$ cat src/rtl/key_pkg.sv
// -----------------------------------------------------------------------------
// key_pkg
//   Shared definitions for the push-button debounce stage.
//   - key_state_t : per-channel debounce FSM state encoding
//                   (IDLE=0, PRESS_CHK=1, HELD=2, REL_CHK=3)
//   - ms_to_cyc() : converts a time in milliseconds to clock cycles
// -----------------------------------------------------------------------------
package key_pkg;

   typedef enum logic [1:0] {
      IDLE      = 2'd0,
      PRESS_CHK = 2'd1,
      HELD      = 2'd2,
      REL_CHK   = 2'd3
   } key_state_t;

   // Divide first so large clock rates do not overflow 32-bit arithmetic.
   function automatic int unsigned ms_to_cyc(input int unsigned clk_hz,
                                             input int unsigned ms);
      return clk_hz / 1000 * ms;
   endfunction

endpackage

$ cat src/rtl/key_debounce_ch.sv
// -----------------------------------------------------------------------------
// key_debounce_ch
//   One debounced push-button channel: 2-flop synchroniser, 4-state debounce
//   FSM with a saturating debounce counter, and an optional hold counter that
//   produces a single long-press pulse.
//
//   Optional feature macro: KEY_DEBOUNCE_LONGPRESS_EN
//     defined   : hold counter built, key_long pulses once per long hold
//     undefined : no hold counter, key_long tied 0
//
//   Parameters
//     DB_CYC   : stable cycles needed to accept an edge (>= 2)
//     LONG_CYC : hold cycles (after accepted press) for key_long
//
//   Ports
//     CLK_50MHz   in  : system clock
//     Reset_n     in  : synchronous active-low reset
//     key_n       in  : raw button, asynchronous, 0 = pressed
//     key_level   out : debounced level, 1 = pressed
//     key_press   out : 1-cycle pulse on accepted press
//     key_release out : 1-cycle pulse on accepted release
//     key_long    out : 1-cycle pulse on long press
// -----------------------------------------------------------------------------
module key_debounce_ch
   import key_pkg::*;
#(
   parameter int unsigned DB_CYC   = 1_000_000,
   parameter int unsigned LONG_CYC = 50_000_000
) (
   input  logic CLK_50MHz,
   input  logic Reset_n,
   input  logic key_n,
   output logic key_level,
   output logic key_press,
   output logic key_release,
   output logic key_long
);

   localparam int unsigned     DB_W    = $clog2(DB_CYC);
   localparam logic [DB_W-1:0] DB_LAST = DB_W'(DB_CYC - 1);

   // ---------------------------------------------------------------- sync
   logic [1:0] sync;
   logic       s;

   // Reset to the released level so no press is seen straight after reset.
   always_ff @(posedge CLK_50MHz) begin
      if (!Reset_n) begin
         sync <= '1;
      end else begin
         sync <= {sync[0], key_n};
      end
   end

   assign s = ~sync[1];

   // ----------------------------------------------------------------- FSM
   key_state_t      state, state_nxt;
   logic [DB_W-1:0] db_cnt, db_cnt_nxt;
   logic            level_nxt, press_nxt, release_nxt;

   always_ff @(posedge CLK_50MHz) begin
      if (!Reset_n) begin
         state       <= IDLE;
         db_cnt      <= '0;
         key_level   <= 1'b0;
         key_press   <= 1'b0;
         key_release <= 1'b0;
      end else begin
         state       <= state_nxt;
         db_cnt      <= db_cnt_nxt;
         key_level   <= level_nxt;
         key_press   <= press_nxt;
         key_release <= release_nxt;
      end
   end

   // The debounce counter only advances while below DB_LAST; reaching DB_LAST
   // with a confirming sample always leaves the check state, so it saturates.
   always_comb begin
      state_nxt   = state;
      db_cnt_nxt  = db_cnt;
      level_nxt   = key_level;
      press_nxt   = 1'b0;
      release_nxt = 1'b0;
      unique case (state)
         IDLE: begin
            if (s) begin
               state_nxt  = PRESS_CHK;
               db_cnt_nxt = '0;
            end
         end
         PRESS_CHK: begin
            if (!s) begin
               state_nxt = IDLE;
            end else if (db_cnt == DB_LAST) begin
               state_nxt = HELD;
               press_nxt = 1'b1;
               level_nxt = 1'b1;
            end else begin
               db_cnt_nxt = db_cnt + 1'b1;
            end
         end
         HELD: begin
            if (!s) begin
               state_nxt  = REL_CHK;
               db_cnt_nxt = '0;
            end
         end
         REL_CHK: begin
            if (s) begin
               state_nxt = HELD;
            end else if (db_cnt == DB_LAST) begin
               state_nxt   = IDLE;
               release_nxt = 1'b1;
               level_nxt   = 1'b0;
            end else begin
               db_cnt_nxt = db_cnt + 1'b1;
            end
         end
         default: begin
            state_nxt = IDLE;
         end
      endcase
   end

   // ---------------------------------------------------------- long press
`ifdef KEY_DEBOUNCE_LONGPRESS_EN
   localparam int unsigned       HOLD_W    = $clog2(LONG_CYC + 1);
   localparam logic [HOLD_W-1:0] HOLD_LAST = HOLD_W'(LONG_CYC - 1);
   localparam logic [HOLD_W-1:0] HOLD_SAT  = HOLD_W'(LONG_CYC);

   logic [HOLD_W-1:0] hold_cnt, hold_cnt_nxt;
   logic              long_nxt;

   always_ff @(posedge CLK_50MHz) begin
      if (!Reset_n) begin
         hold_cnt <= '0;
         key_long <= 1'b0;
      end else begin
         hold_cnt <= hold_cnt_nxt;
         key_long <= long_nxt;
      end
   end

   // Counter runs one step past HOLD_LAST to HOLD_SAT and parks there, so the
   // pulse fires exactly once per hold; a bounce back to HELD keeps the count.
   always_comb begin
      hold_cnt_nxt = hold_cnt;
      long_nxt     = 1'b0;
      if (state == HELD || state == REL_CHK) begin
         long_nxt = (hold_cnt == HOLD_LAST);
         if (hold_cnt != HOLD_SAT) begin
            hold_cnt_nxt = hold_cnt + 1'b1;
         end
      end
      if (state_nxt == IDLE || (state == PRESS_CHK && state_nxt == HELD)) begin
         hold_cnt_nxt = '0;
      end
   end
`else
   // Expression keeps LONG_CYC referenced; it always evaluates to 0.
   assign key_long = (LONG_CYC == 0) ? 1'b0 : 1'b0;
`endif

endmodule

$ cat src/rtl/key_debounce.sv
// -----------------------------------------------------------------------------
// key_debounce
//   Input stage for the board LED sequencer: synchronises and debounces
//   NUM_KEYS active-low push buttons, each in an independent channel.
//
//   Optional feature macro: KEY_DEBOUNCE_LONGPRESS_EN (long-press pulses).
//
//   Parameters
//     NUM_KEYS    : number of button channels
//     CLK_HZ      : clock frequency
//     DEBOUNCE_MS : stable time to accept an edge (DB_CYC must be >= 2)
//     LONG_MS     : hold time for a long-press event
//
//   Ports
//     CLK_50MHz   in              : system clock
//     Reset_n     in              : synchronous active-low reset
//     key_n       in  [NUM_KEYS]  : raw buttons, 0 = pressed
//     key_level   out [NUM_KEYS]  : debounced level, 1 = pressed
//     key_press   out [NUM_KEYS]  : 1-cycle accepted-press pulse
//     key_release out [NUM_KEYS]  : 1-cycle accepted-release pulse
//     key_long    out [NUM_KEYS]  : 1-cycle long-press pulse (0 if disabled)
// -----------------------------------------------------------------------------
module key_debounce
   import key_pkg::*;
#(
   parameter int unsigned NUM_KEYS    = 4,
   parameter int unsigned CLK_HZ      = 50_000_000,
   parameter int unsigned DEBOUNCE_MS = 20,
   parameter int unsigned LONG_MS     = 1000
) (
   input  logic                CLK_50MHz,
   input  logic                Reset_n,
   input  logic [NUM_KEYS-1:0] key_n,
   output logic [NUM_KEYS-1:0] key_level,
   output logic [NUM_KEYS-1:0] key_press,
   output logic [NUM_KEYS-1:0] key_release,
   output logic [NUM_KEYS-1:0] key_long
);

   localparam int unsigned DB_CYC   = ms_to_cyc(CLK_HZ, DEBOUNCE_MS);
   localparam int unsigned LONG_CYC = ms_to_cyc(CLK_HZ, LONG_MS);

   for (genvar i = 0; i < NUM_KEYS; i++) begin : g_key
      key_debounce_ch #(
         .DB_CYC   (DB_CYC),
         .LONG_CYC (LONG_CYC)
      ) u_ch (
         .CLK_50MHz   (CLK_50MHz),
         .Reset_n     (Reset_n),
         .key_n       (key_n[i]),
         .key_level   (key_level[i]),
         .key_press   (key_press[i]),
         .key_release (key_release[i]),
         .key_long    (key_long[i])
      );
   end

endmodule

$ cat config.mk
export PLATFORM = sky130hd
export DESIGN_NAME = key_debounce
export DESIGN_NICKNAME = d
export VERILOG_FILES = /design/src/rtl/key_pkg.sv /design/src/rtl/key_debounce_ch.sv /design/src/rtl/key_debounce.sv
export SDC_FILE = /design/constraint.sdc
export NUM_CORES = 1
export LEC_CHECK = 0
export ABC_CLOCK_PERIOD_IN_PS = 2300
export CORE_ASPECT_RATIO = 1.25
export CORE_MARGIN = 8
export CORE_UTILIZATION = 55
export DETAILED_ROUTE_END_ITERATION = 6
export HOLD_SLACK_MARGIN = 0.08
export PLACE_DENSITY = 0.84
export SYNTH_ARGS = -nofsm -noshare
export SYNTH_HDL_FRONTEND = slang
export SYNTH_SLANG_ARGS = --single-unit
$ cat constraint.sdc
create_clock -name CLK_50MHz -period 2.3 [get_ports CLK_50MHz]
set_clock_uncertainty 0.2 [all_clocks]
set_input_delay 0.575 -clock CLK_50MHz [delete_from_list [all_inputs] [get_ports CLK_50MHz]]
set_output_delay 0.575 -clock CLK_50MHz [all_outputs]
set_load 0.02 [all_outputs]
======== After elaboration in Yosys (flattened, before gate mapping) ========
Index checks and enable logic that the tools add are counted.
operators by class
  add/sub/neg operators ................... 4
  multiply operators ...................... 0
  divide/modulo/power cells ............... 0
  order comparisons ....................... 0
  equality and inequality tests ........... 48
  shifts and indexed selects .............. 0
  mux-type cells .......................... 76
  bitwise gates (word level) .............. 5
  reduce and logical (&&, ||, !) cells .... 28
operators with widths
  kind                                                                     number
  20-bit two-way mux                                                       20
  20-bit case mux with 4 select lines                                      4
  20-bit by 1-bit adder with 20-bit output, second input constant          4
  20-bit == test, second input constant                                    4
  2-bit two-way mux                                                        24
  2-bit by 1-bit inequality test with 1-bit output, second input constant  16
  2-bit case mux with 4 select lines                                       4
  4-bit AND reduction                                                      8
  1-bit two-way mux                                                        20
  5-bit AND reduction                                                      4
  2-bit == test, second input constant                                     8
  2-bit inequality test, second input constant                             8
  3-bit by 1-bit inequality test with 1-bit output, second input constant  4
  3-bit inequality test, second input constant                             4
  3-bit AND reduction                                                      4
  3-bit OR reduction                                                       4
  2-bit by 1-bit == test with 1-bit output, second input constant          4
  2-bit zero test                                                          4
  1-bit case mux with 2 select lines                                       4
  2-bit nonzero test                                                       4
  1-bit NOT                                                                5
storage, ports and cells
  flip-flop bits (word level) ............. 108
  bits in latches ......................... 0
  bits in writable memories ............... 0
  ROM bits ................................ 0
  input port bits ......................... 6
  output and inout port bits .............. 16
  word-level logic and storage cells ...... 185
  memories kept ........................... 0

======== Depth between registers and ports, before layout ========
  depth in word-level cells ............... 4
  depth in mapped cells ................... 9
  mapped depth without buffers ............ 6

======== Hierarchy ========
From an unflattened synthesis, not the netlist that was laid out.
second synthesis, totals
  cells, all modules ...................... 694
  area, all modules ....................... 6003.3 µm²
by module, submodules not included
  module                                instances  cells each  area each (µm²)  seq. area each (µm²)
  key_debounce_ch at g_key[0].u_ch ...  3          173         1522.7           540.5
  key_debounce_ch at g_key[3].u_ch      1          175         1435.1           540.5

======== Worst setup path before layout ========
No wires, ideal clock.
  kind .................................... flip-flop to flip-flop
  start ................................... register g_key[0].u_ch.db_cnt[0]
  end ..................................... register g_key[0].u_ch.db_cnt[10]
  setup time .............................. 0.115 ns
  data arrival time ....................... 1.870 ns
  required time ........................... 1.985 ns
  setup slack ............................. 0.115 ns
  stages on the path, launching flop included .. 9
  buffers on the path ..................... 2
  clock period less this slack ............ 2.185 ns
  cell sequence ........................... dfxtp_1 -> ha_1 -> nand4_1 -> or4b_1 -> buf_6 -> o21ai_4 -> buf_6 -> nor4_1 -> o21ba_1
between the ends
  cells in the longest elaborated chain, start to end .. 4
  elaborated cells between the ends (all ways) .. 6
  classes of those cells .................. add/sub: 1; eq/ne: 1; mux: 4
RTL lines
  element                                                                     RTL line                                       source
  start, declared                                                             key_debounce_ch.sv:59                          logic [DB_W-1:0] db_cnt, db_cnt_nxt;
  start signal, assigned                                                      key_debounce_ch.sv:71                          db_cnt <= db_cnt_nxt;
  20-bit by 1-bit adder with 20-bit output or 20-bit == test (tied branches)  --
  20-bit two-way mux (*)                                                      key_debounce_ch.sv:96, key_debounce_ch.sv:113
  20-bit two-way mux, on equally long branches                                key_debounce_ch.sv:111, key_debounce_ch.sv:94
  20-bit case mux with 4 select lines (*)                                     key_debounce_ch.sv:86                          unique case (state)
Mark *: on every way between the ends. The rest lies on a longest branch, timed or not. The select of a mux whose other input is x is not followed.
A chain may end at the register's enable or synchronous reset.

======== Worst setup path after layout ========
  start ................................... register g_key[1].u_ch.db_cnt[7]
  end ..................................... register g_key[1].u_ch.key_level
between the ends
  cells in the longest elaborated chain, start to end .. 3
  elaborated cells between the ends (all ways) .. 4
  classes of those cells .................. eq/ne: 3; reduce/logical: 1
RTL lines
  element                                                     RTL line                                       source
  start, declared                                             key_debounce_ch.sv:59
  start signal, assigned                                      key_debounce_ch.sv:71
  20-bit == test (*)                                          key_debounce_ch.sv:96, key_debounce_ch.sv:113
  2-bit by 1-bit inequality test with 1-bit output (no line)  --
  5-bit AND reduction (no line) (*)                           --
  end signal, assigned                                        key_debounce_ch.sv:72                          key_level <= level_nxt;
  end, declared                                               key_debounce_ch.sv:33                          output logic key_level,
Mark *: on every way between the ends. The rest lies on a longest branch, timed or not.

==> impl_metrics.toml <==
[power_and_ir_drop]
peakVddDrop_mv = 0.348
leakage_nw = 2.10
power.density_nw_per_um2 = 591

[floorplan]
die_h_um = 126
row_count = 40
top_level_ports = 22
initial_utilization_pct = 56.0
die_w_um = 104
die-area_um2 = 13100
coreArea_um2 = 9510

[synth]
ys.flop_type = "dfxtp_1"
yosys.area.top_type_share_pct = 40.6
ys_warn_count = 0
netlist_instances = 629
synth_edf_count = 0
ys_top_cells_by_area = "dfxtp_1 (41%), nand3_1 (5.2%), nor2_1 (4.4%)"
ys_async_sr_fraction_pct = 0
ys_seq_elements = 108
synth_top_cell_by_area = "dfxtp_1"
syn_area_um2 = 5330
synth.distinct_cells = 70
synth_seq_area_share_pct = 40.6
avgSynthCellArea_um2 = 8.47

[clocking]
postCtsHoldBufs = 0
cts_tree = "done"
clkSinkCount = 108
clockBufferDepth = 2
root_buffer = "clkbuf_16"
insertion_delay_ns = 0.34
htreeDepth = 3
numCtsBuffers = 9
clkSlewWorstSetupHoldPaths_ns = 0.07

[cells_and_area]
area.growth.synth_to_final_pct = 11.9
final_layout_size_suffix_gt1_share_pct = 11.2
fin_nets = 656
num_antenna_cells = 0
fill_cells = 798
layout.cells.non_filler = 776

[timing]
rsz0062_at_grt = "yes"
tns_ns = 0
period_needed_ns = 2.26
period_share_pct = 98.4
slew_headroom_pct = 34.2
setup_viol = 0
finalMaxSlewViolations = 0
maxClockFrequency_mhz = 442
worst_slew_pin_slew_ns = 0.977
finalHoldViolCount = 0
timing.final.ws_setup_ns = 0.0364

[routing]
via_per_inst = 6.06
drc = 0
wl_per_cell_um = 15.5
ant_nets = 0
wl_mm = 12.0
vias = 4700
drtIter0Drc = 250
dr.pass1.iters = 6

[place]
dp_slack_ns = 0.00563
gp_congestion = 0.856
dpl.cell_count = 759
portBuffers = 17
dp_hpwl_mm = 8.26

[setup_path]
end_kind = "register"
r2r_slack_ns = 0.04
crit_fanout = 5
worstSetupStartpointType = "register"
crit_type = "reg2reg"
required_ns = 2.34
worstPathArrival_ns = 2.30

[grt]
antenna_found_initial = 0
grt_pass1_vias = 4650
grt_overflow_total = 0
grt_max_degree = 26
grt.total_usage_pct = 18.3
grt_pass1_wl_mm = 20.6

[job]
maxCapViolCount = 0

[run_status]
status = "complete, no violations"

[hold_path]
hold_path.class = "reg2reg"
==> layer usage <==
metal,part of all wire [%],track usage [%]
met5,0,0
met4,2.1,8.54
met3,4.8,3.57
met2,51,32.8
met1,42,20.4
==> what timing repair did <==
item / CTS / global route
pin swaps: 0 / 2
setup endpoints to repair: 4 / 10
gates resized for setup: 1 / 2
setup buffers: 0 / 2
==> worst paths after layout <==
| check | to | from | cells after the start |
|---|---|---|---|
| setup / recovery | g_key[1].u_ch.key_level | g_key[1].u_ch.db_cnt[7] | 5 |
| hold / removal | g_key[1].u_ch.sync[1] | g_key[1].u_ch.sync[0] | 1 |
| setup reg to reg | g_key[1].u_ch.key_level | g_key[1].u_ch.db_cnt[7] | 5 |
| hold reg to reg | g_key[1].u_ch.sync[1] | g_key[1].u_ch.sync[0] | 1 |
==> metrics by stage <==
step	hold WS, ns	instance area, µm²	total power, mW	utilization [%]
floorplan	0.186	5340	2.04	-
CTS	0.208	5930	3.52	62.3
global route	0.238	5960	3.62	62.7
finish	0.208	5960	3.52	62.7
global placement	0.193	5640	2.09	59.4
detailed placement	0.192	5640	2.09	59.4
==> cell usage after synthesis, types with 4 or more instances <==
library cell	n
a21o_1	4
a21oi_1	26
and3_1	10
and4_1	5
buf_4	20
clkbuf_1	20
dfxtp_1	108
ha_1	4
inv_1	11
mux2i_1	5
nand2_1	51
nand2b_1	9
nand3_1	55
nand4_1	22
nand4b_1	4
nor2_1	63
nor2b_1	6
nor3_1	19
nor4_1	11
nor4b_1	4
o211ai_1	7
o21a_1	4
o21ai_0	21
o21ai_1	5
o31ai_1	10
or3_1	13
or4_1	8
xnor2_1	11
xor2_1	23
==> power breakdown <==
part	internal [mW]	switching (mW)
clock	0.791	0.678
combinational	0.0603	0.0989
sequential	1.88	0.0135
==> critical path, stage by stage (launching register included) <==
cell     delay (ns)
dfxtp_1        0.36
or4b_1         0.59
nor4_4         0.37
and2_2         0.26
nand2_1        0.10
a32o_1         0.28
==> placed cells by master, fill, tap and decap left out, types with 3 or more instances in the layout <==
| master | count |
|---|---|
| dfxtp_1 | 108 |
| nor2_1 | 63 |
| nand3_1 | 55 |
| nand2_1 | 51 |
| buf_4 | 31 |
| a21oi_1 | 26 |
| xor2_1 | 23 |
| nand4_1 | 22 |
| o21ai_0 | 21 |
| nor3_1 | 19 |
| clkdlybuf4s50_1 | 16 |
| or3_1 | 13 |
| nor4_1 | 11 |
| xnor2_1 | 11 |
| inv_1 | 11 |
| and3_1 | 10 |
| nand2b_1 | 9 |
| o31ai_1 | 9 |
| clkbuf_16 | 9 |
| or4_1 | 8 |
| o211ai_1 | 7 |
| nor2b_1 | 6 |
| and4_1 | 5 |
| o21ai_1 | 5 |
| mux2i_1 | 5 |
| o21a_1 | 4 |
| nand4b_1 | 4 |
| a21o_1 | 4 |
| nor4b_1 | 4 |
| ha_1 | 4 |
| conb_1 | 4 |
| and2_1 | 3 |
| nand3b_1 | 3 |
| a32o_1 | 3 |
| a31oi_1 | 3 |
| mux2_2 | 3 |
| a22oi_1 | 3 |
==> flip-flops by register name (all words and copies together) (netlist names), named ones only <==
register                count
g_key.u_ch.key_press        4
g_key.u_ch.sync             8
g_key.u_ch.key_level        4
g_key.u_ch.state            4
g_key.u_ch.db_cnt          80
g_key.u_ch.key_release      4
==> layout make-up <==
| class | count | area (µm²) | area share (%) |
|---|---|---|---|
| clock inverter | 3 | 22.5 | 0.378 |
| multi-input combinational | 465 | 2880 | 48.3 |
| timing repair buffer | 50 | 438 | 7.35 |
| clock buffer | 12 | 256 | 4.30 |
| inverter | 12 | 45.0 | 0.756 |
| sequential | 108 | 2160 | 36.3 |
| tap | 126 | 158 | 2.64 |
==> kinds of logic after synthesis <==
group	Yosys count	synth area share, %
simple gates	302	30.5
fa+ha+maj	4	0.939
other cells	1	0.0704
mux	8	1.57
compound gates	110	14.0
buf+inv	59	5.89
xor+xnor	37	6.50
flops	108	40.6
No activity file was read; power rests on OpenSTA's default activity.
